[src/rtl/uart_receiver_pkg.sv]
// Shared 8N1 framing constants and receiver state encodings.
// Kept in a package so the transmitter control can use the same definitions.
package uart_receiver_pkg;

    localparam int unsigned DATA_BITS   = 8;
    localparam int unsigned BIT_CNT_W   = 3;
    localparam logic        START_LEVEL = 1'b0;
    localparam logic        STOP_LEVEL  = 1'b1;

    typedef enum logic [2:0] {
        ST_IDLE  = 3'd0,
        ST_START = 3'd1,
        ST_DATA  = 3'd2,
        ST_STOP  = 3'd3,
        ST_BREAK = 3'd4
    } rx_state_e;

endpackage

[src/rtl/uart_receiver_dp.sv]
// Receiver datapath: RxD synchronizer, tick/bit counters, shift register and
// registered outputs. All sequencing decisions come from the FSM in uart_receiver.
// Ports:
//   clk, rst_n          clock, async active-low reset
//   rx_tick_i           16x-baud enable
//   rxd_i               raw serial line
//   clr_tick_i          clear tick counter
//   set_count_i         load bit counter with DATA_BITS-1
//   shift_i             shift rxs into shift register MSB, decrement bit counter
//   load_data_i         copy shift register to output, pulse data_valid
//   frame_err_i         pulse frame_error
//   busy_d_i            next value of busy
//   rxs_o               synchronized line
//   tick_cnt_o/bit_cnt_o counter values for the FSM
//   rx_data_o, data_valid_o, frame_error_o, busy_o   registered outputs
module receiver_dp
    import uart_receiver_pkg::*;
#(
    parameter int unsigned TICK_W = 4
) (
    input  logic                 clk,
    input  logic                 rst_n,
    input  logic                 rx_tick_i,
    input  logic                 rxd_i,
    input  logic                 clr_tick_i,
    input  logic                 set_count_i,
    input  logic                 shift_i,
    input  logic                 load_data_i,
    input  logic                 frame_err_i,
    input  logic                 busy_d_i,
    output logic                 rxs_o,
    output logic [TICK_W-1:0]    tick_cnt_o,
    output logic [BIT_CNT_W-1:0] bit_cnt_o,
    output logic [DATA_BITS-1:0] rx_data_o,
    output logic                 data_valid_o,
    output logic                 frame_error_o,
    output logic                 busy_o
);

    logic                 sync1_q, sync2_q;
    logic [TICK_W-1:0]    tick_q, tick_d;
    logic [BIT_CNT_W-1:0] bit_q, bit_d;
    logic [DATA_BITS-1:0] sr_q, sr_d;
    logic [DATA_BITS-1:0] data_q, data_d;
    logic                 dv_q, fe_q, busy_q;

    // Next-state logic for counters, shift register and data output
    always_comb begin
        tick_d = tick_q;
        bit_d  = bit_q;
        sr_d   = sr_q;
        data_d = data_q;
        if (clr_tick_i) begin
            tick_d = '0;
        end else if (rx_tick_i) begin
            tick_d = tick_q + TICK_W'(1);
        end
        if (set_count_i) begin
            bit_d = BIT_CNT_W'(DATA_BITS - 1);
        end else if (shift_i) begin
            bit_d = bit_q - BIT_CNT_W'(1);
        end
        if (shift_i) begin
            sr_d = {sync2_q, sr_q[DATA_BITS-1:1]};
        end
        if (load_data_i) begin
            data_d = sr_q;
        end
    end

    // Synchronizer flops reset to the idle level so reset release is not a start bit
    always_ff @(posedge clk or negedge rst_n) begin
        if (!rst_n) begin
            sync1_q <= 1'b1;
            sync2_q <= 1'b1;
            tick_q  <= '0;
            bit_q   <= '0;
            sr_q    <= '0;
            data_q  <= '0;
            dv_q    <= 1'b0;
            fe_q    <= 1'b0;
            busy_q  <= 1'b0;
        end else begin
            sync1_q <= rxd_i;
            sync2_q <= sync1_q;
            tick_q  <= tick_d;
            bit_q   <= bit_d;
            sr_q    <= sr_d;
            data_q  <= data_d;
            dv_q    <= load_data_i;
            fe_q    <= frame_err_i;
            busy_q  <= busy_d_i;
        end
    end

    assign rxs_o         = sync2_q;
    assign tick_cnt_o    = tick_q;
    assign bit_cnt_o     = bit_q;
    assign rx_data_o     = data_q;
    assign data_valid_o  = dv_q;
    assign frame_error_o = fe_q;
    assign busy_o        = busy_q;

endmodule

[src/rtl/uart_receiver.sv]
// 8N1 UART receiver with 16x (OVERSAMPLE) tick sampling and one-cycle byte strobe.
// Ports:
//   clk, rst_n    clock, async active-low reset
//   rx_tick       OVERSAMPLE x baud enable
//   RxD           serial line, idle high, asynchronous
//   RxD_Data      last correctly framed byte
//   data_valid    one-cycle pulse when RxD_Data updates
//   frame_error   one-cycle pulse when the stop bit is sampled low
//   busy          high whenever the FSM is not idle
module uart_receiver
    import uart_receiver_pkg::*;
#(
    parameter int unsigned OVERSAMPLE = 16
) (
    input  logic       clk,
    input  logic       rst_n,
    input  logic       rx_tick,
    input  logic       RxD,
    output logic [7:0] RxD_Data,
    output logic       data_valid,
    output logic       frame_error,
    output logic       busy
);

    localparam int unsigned TICK_W = $clog2(OVERSAMPLE);

    rx_state_e            state_q, state_d;
    logic                 rxs;
    logic [TICK_W-1:0]    tick_cnt;
    logic [BIT_CNT_W-1:0] bit_cnt;
    logic                 clr_tick, set_count, shift, load_data, frame_err, busy_d;
    logic                 half_hit, full_hit;

    // Tick counter is cleared on the qualifying tick, so value N-1 marks the N-th tick
    assign half_hit = rx_tick && (tick_cnt == TICK_W'(OVERSAMPLE / 2 - 1));
    assign full_hit = rx_tick && (tick_cnt == TICK_W'(OVERSAMPLE - 1));

    always_ff @(posedge clk or negedge rst_n) begin
        if (!rst_n) begin
            state_q <= ST_IDLE;
        end else begin
            state_q <= state_d;
        end
    end

    // Next-state and datapath control
    always_comb begin
        state_d   = state_q;
        clr_tick  = 1'b0;
        set_count = 1'b0;
        shift     = 1'b0;
        load_data = 1'b0;
        frame_err = 1'b0;
        unique case (state_q)
            ST_IDLE: begin
                if (rx_tick && (rxs == START_LEVEL)) begin
                    clr_tick = 1'b1;
                    state_d  = ST_START;
                end
            end
            ST_START: begin
                if (half_hit) begin
                    if (rxs == START_LEVEL) begin
                        clr_tick  = 1'b1;
                        set_count = 1'b1;
                        state_d   = ST_DATA;
                    end else begin
                        state_d = ST_IDLE;
                    end
                end
            end
            ST_DATA: begin
                if (full_hit) begin
                    clr_tick = 1'b1;
                    shift    = 1'b1;
                    if (bit_cnt == '0) begin
                        state_d = ST_STOP;
                    end
                end
            end
            ST_STOP: begin
                if (full_hit) begin
                    clr_tick = 1'b1;
                    if (rxs == STOP_LEVEL) begin
                        load_data = 1'b1;
                        state_d   = ST_IDLE;
                    end else begin
                        frame_err = 1'b1;
                        state_d   = ST_BREAK;
                    end
                end
            end
            ST_BREAK: begin
                // Hold here until the line is seen high, so a stuck-low line yields one error
                if (rx_tick && (rxs == STOP_LEVEL)) begin
                    state_d = ST_IDLE;
                end
            end
            default: begin
                state_d = ST_IDLE;
            end
        endcase
        busy_d = (state_d != ST_IDLE);
    end

    receiver_dp #(
        .TICK_W (TICK_W)
    ) u_dp (
        .clk           (clk),
        .rst_n         (rst_n),
        .rx_tick_i     (rx_tick),
        .rxd_i         (RxD),
        .clr_tick_i    (clr_tick),
        .set_count_i   (set_count),
        .shift_i       (shift),
        .load_data_i   (load_data),
        .frame_err_i   (frame_err),
        .busy_d_i      (busy_d),
        .rxs_o         (rxs),
        .tick_cnt_o    (tick_cnt),
        .bit_cnt_o     (bit_cnt),
        .rx_data_o     (RxD_Data),
        .data_valid_o  (data_valid),
        .frame_error_o (frame_error),
        .busy_o        (busy)
    );

endmodule

[config.mk]
export PLATFORM = sky130hd
export DESIGN_NAME = uart_receiver
export DESIGN_NICKNAME = d
export VERILOG_FILES = /design/src/rtl/uart_receiver_pkg.sv /design/src/rtl/uart_receiver_dp.sv /design/src/rtl/uart_receiver.sv
export SDC_FILE = /design/constraint.sdc
export NUM_CORES = 1
export LEC_CHECK = 0
export BUFFER_PORTS_ARGS = -buffer_cell sky130_fd_sc_hd__buf_2
export CORE_MARGIN = 4
export CORE_UTILIZATION = 60
export DETAILED_ROUTE_END_ITERATION = 10
export GPL_TIMING_DRIVEN = 0
export HOLD_SLACK_MARGIN = 0.08
export PLACE_DENSITY = 0.85
export RECOVER_POWER = 25
export SLEW_MARGIN = 20
export SYNTH_ARGS = -nofsm -noshare
export SYNTH_HDL_FRONTEND = slang
export SYNTH_SLANG_ARGS = --single-unit
[constraint.sdc]
create_clock -name clk -period 5.8 [get_ports clk]
set_clock_uncertainty 0.2 [all_clocks]
set_input_delay 0.58 -clock clk [delete_from_list [all_inputs] [get_ports clk]]
set_output_delay 0.58 -clock clk [all_outputs]
set_load 0.05 [all_outputs]
# ---- After elaboration in Yosys (flattened, before gate mapping)
# Index checks and enable logic that the tools add are counted.
dict set report classes {
  addsub 2
  multipliers 0
  div 0
  magnitude_cmp 0
  n_eq_ne 6
  n_shift 0
  muxes 25
  bitwise_logic 1
  reduce_logical 10
}
# cell count
set op_table {}
lappend op_table {{$mux W3} 9}
lappend op_table {{$pmux W3 S5} 1}
lappend op_table {{$mux W1} 11}
lappend op_table {{$mux W4} 2}
lappend op_table {{$eq A3 B2 Y1 const B} 2}
lappend op_table {{$logic_not A3 Y1} 2}
lappend op_table {{$add A4 B1 Y4 const B} 1}
lappend op_table {{$eq A4 B3 Y1 const B} 1}
lappend op_table {{$eq A4 B4 Y1 const B} 1}
lappend op_table {{$logic_and A1 B1 Y1} 4}
lappend op_table {{$reduce_bool A2 Y1} 2}
lappend op_table {{$eq A3 B1 Y1 const B} 1}
lappend op_table {{$eq A3 B3 Y1 const B} 1}
lappend op_table {{$pmux W1 S3} 1}
lappend op_table {{$reduce_bool A3 Y1} 1}
lappend op_table {{$sub A3 B1 Y3 const B} 1}
lappend op_table {{$mux W2} 1}
lappend op_table {{$reduce_or A2 Y1} 1}
lappend op_table {{$not A1 Y1} 1}
dict set report totals {
  register_bits 31
  latchBits 0
  ramBits 0
  mem_bits_ro 0
  output_inout_bits 11
  wordCells 54
  memories 0
}

# ---- Logic depth before layout (Yosys ltp)
dict set report logic_depth {
  word_depth 6
  depth_mapped 6
  depth_no_buf 5
}

# ---- Cells and area by module
# A second synthesis with hierarchy kept.
dict set report hier_totals {
  cells_unflattened 103
  hier_area_um2 1313.8
}
# mod instances cells_per_inst area_per_inst_um2
set modules_own_cells {}
lappend modules_own_cells {receiver_dp 1 69 1059.8}
lappend modules_own_cells {uart_receiver 1 34 254.0}

# ---- Worst setup path after synthesis
# Ideal clock, no wire load.
dict set report synth_timing {
  kind {input -> register}
  from {input rx_tick}
  to {register u_dp.busy_q (netlist: u_dp.busy_o)}
  arrival_time_ns 1.671
  required_time_ns 5.461
  path_slack_ns 3.791
  cell_stages 5
  cell_sequence {buf_6 -> nand3_1 -> nor3_2 -> a311o_1 -> or4_1}
}
dict set report synth_via {
  elab_chain_len 4
  elab_cells_between_ends 11
}
# element line_no
set synth_lines {}
lappend synth_lines {{start, declared} uart_receiver.sv:17} ;# input logic rx_tick,
lappend synth_lines {{$logic_and A1 B1 Y1, on equally long branches} -}
lappend synth_lines {{$mux W3, on equally long branches} -}
lappend synth_lines {{$pmux W3 S5 *} uart_receiver.sv:54} ;# unique case (state_q)
lappend synth_lines {{net state_d[0]} uart_receiver.sv:27} ;# rx_state_e state_q, state_d;
lappend synth_lines {{$reduce_bool A3 Y1 *} uart_receiver.sv:103} ;# busy_d = (state_d != ST_IDLE);
lappend synth_lines {{net busy_d} uart_receiver.sv:31} ;# logic clr_tick, set_count, shift, load_data, frame_err, busy_d;
lappend synth_lines {{end signal, assigned} uart_receiver_dp.sv:92} ;# busy_q <= busy_d_i;
lappend synth_lines {{end, declared} uart_receiver_dp.sv:45} ;# logic dv_q, fe_q, busy_q;
# The timed path passes the listed nets; every way through them passes the cells marked *.
# A chain may end at the register's enable or synchronous reset.

==> run summary <==
LEAKAGE: 0.755 nW
Final Cell Area: 1510 sq um
nets@finish: 134
slew margin rel.: -3.27%
layout cells sized above 1: 38.6%
post-CTS setup buffer count: 0
vias in the first global route: 861
cell-internal power: 0.362 mW
largest net degree at the start of global routing: 32
post-synth cell types: 36
top-area cell type share of the netlist area: 54.0%
min-delay worst type: in -> reg
CP Data Required Time: 5.78 ns
FF-to-FF path depth: 5
routability cong.: 0.791
DRT iter0 DRCs: 11
initial antenna violation count: 0
area grow syn2layout: 12.6%
fin. max-slew vios: 32
clock root buffer: clkbuf_4
Detailed Route WL: 2210 microns
worst skew pair latency: 0.33 ns
slowest CP cell: clkbuf_1
Top Ports: 15
clock buffer depth: 2
Post-Syn Instances: 105
Max Freq: 0.444 GHz
worst setup margin: 3.55 ns
CTS Buf Count: 5
Switching Fraction: 33.0%
residual antenna-violating net count after detailed routing: 0
dominant synthesized flop cell: dfrtp_1
total track usage: 16.7%
n_diodes: 0
max incr delay on CP: 1.12 ns
crit share post-route: 38.8%
Critical Path AT: 2.23 ns
Hold Path Depth: 1
routed via count: 882
worst vdd ir: 286 uV
Least-Margin Pin Slew: 1.55 ns
CTS tree: built
Resized Gates After CTS: 0
vias per inst: 5.73
Placement Setup Slack: 3.53 ns
Seq/Total Area, Yosys: 57.9%
Crit path max-delay family: buffers and inverters
Die X: 55.3 microns
Tot Pwr: 0.541 mW
post-synth top area cell: dfrtp_1
Min Hold Slack: 0.141 ns
status: complete, but fails checks
DRT Pass-1 Iters: 4
synth top area cells: dfrtp_1 (54%), mux2_2 (13%), dfstp_2 (3.9%), ha_1 (2.8%), nand2_1 (2.0%)
Post-CTS Hold Buffers: 1
Clk pwr share: 23.3%
global-route wire length before repair: 3880 microns
#FFs+latches synth: 31
Comb power frac: 24.4%
ys async rst share: 100%
Die H: 55.3 microns
Cell Area, Placed: 1450 sq um
mapped cell area: 1340 sq um
grt ovf: 0
setup violators final: 0
failing checks: max-capacitance violations, max-slew violations
setup tns final: 0 ns
DRC Markers: 0
FP Rows: 16
RSZ-0062 raised after global routing: no
CP endpoint kind: asynchronous set/reset pin
core area: 2040 sq um
CP Cell Sequence: dlygate4sd3_1 -> clkbuf_1
initial core utilization: 65.8%
WL/cell: 14.3 microns
Final Hold Fails: 0
clk slew on worst S/H paths: 0.09 ns
NetSw: 0.178 mW
Worst setup SP type: input pin
Syn Nets: 112
Avg Cell Area, Syn: 12.8 sq um
DP HPWL: 1580 microns
critical path depth: 2
CP Max Fanout: 31
max-cap viol count: 1
number of synthesized flops with an enable pin: 0
Die ar.: 3060 sq um
fin crit period: 2.25 ns
htree depth: 2
Yosys warning count: 0
Power Dens Cells: 357 nW/um^2
WP buf/inv: 2
count of buffers from port buffering: 14
Setup CP Type: in -> async
Sequential Power Share: 52.3%
clock sink count: 31
[power by group through the flow]
stage          Combinational [mW]  Clock (mW)  Sequential [mW]
4_1_cts                     0.134       0.131            0.283
5_1_grt                     0.151       0.141            0.289
2_1_floorplan              0.0941           0            0.288
3_5_place_dp                0.133           0            0.287
3_3_place_gp                0.123           0            0.283
6_report                    0.132       0.126            0.283
[worst paths after layout]
| kind | start | slack, ns | endpoint |
|---|---|---|---|
| setup / recovery | rst_n | 3.55 | u_dp.tick_cnt_o[0] |
| hold / removal | RxD | 0.14 | u_dp.sync1_q |
| setup reg to reg | u_dp.tick_cnt_o[0] | 3.66 | u_dp.rx_data_o[6] |
| hold reg to reg | u_dp.sync1_q | 0.16 | u_dp.rxs_o |
| max in group clk | u_dp.tick_cnt_o[0] | 3.66 | u_dp.rx_data_o[6] |
| min in group asynchronous | rst_n | 0.95 | u_dp.rx_data_o[0] |
[through the flow]
stage                     util (%)  std cells
after global routing          74.1        154
after CTS                     74.1        154
final                         74.1        154
after detailed placement      70.9        146
after global placement        70.9        146
after floorplan                  -        105
[flip-flops by register name, summed over array words and instances (netlist names)]
signal and cells:
u_dp.tick_cnt_o 4, u_dp.frame_error_o 1, u_dp.busy_o 1, u_dp.sync1_q 1, u_dp.data_valid_o 1, u_dp.rx_data_o 8, u_dp.sr_q 8, u_dp.rxs_o 1
u_dp.bit_cnt_o 3, state_q 3
[cell type report]
cell class                      instances  area, sq um
Sequential cell                        31          778
Multi-Input combinational cell         64          510
Fill cell                             138          529
Tap cell                               27         33.8
Clock buffer                            6         51.3
Clock inverter                          1         5.00
Timing Repair Buffer                   15         78.8
Inverter                                5         18.8
Buffer                                  5         36.3
[worst register-to-register path, delay by kind of cell, from the launching register on]
kind	cells	cell delay, ns
and+or+nand+nor	3	0.81
DFF	1	0.40
muxes	1	0.36
adders and majority gates	1	0.26
[cell families (layout without fill, tap and decap cells)]
logic type | count (synthesis) | after routing | share of synthesized area [%]
flip-flops | 31 | 31 | 57.9
AND/OR/NAND/NOR | 29 | 29 | 12.5
multiplexers | 17 | 17 | 14.2
AO/OA/AOI/OAI | 12 | 12 | 6.61
buffers and inverters | 10 | 32 | 4.10
adder cells (fa/ha/maj) | 3 | 3 | 2.79
XOR/XNOR | 3 | 3 | 1.96
[cell usage in the layout (no fill, tap or decap), types with 3 or more instances in the layout]
cell	instances
buf_2	15
clkbuf_4	5
nor2_1	4
inv_1	5
nand2b_1	3
mux2_2	16
dfrtp_1	29
nand2_1	7
ha_1	3
[cell usage after synthesis, types with 2 or more instances]
cell type and count:
dfrtp_1 29, nor4_1 2, nand2b_1 3, mux2_2 16
a211oi_1 2, nand2_1 7, xnor2_1 2, buf_2 2
nand4_1 2, o21ai_0 2, nor2_1 4, ha_1 3
o211ai_1 2, dfstp_2 2, inv_1 5, buf_4 2
[metal layers]
layer / GRT usage [%] / part of all wire (%) / vias up
met4: 8.33 / 1.7 / 0
met5: 0 / 0 / -
met3: 7.23 / 7.1 / 7
met1: 18.7 / 41 / 424
met2: 26.9 / 51 / 33
li1: - / - / 418
Note: power is estimated with default switching activity, not from simulation.
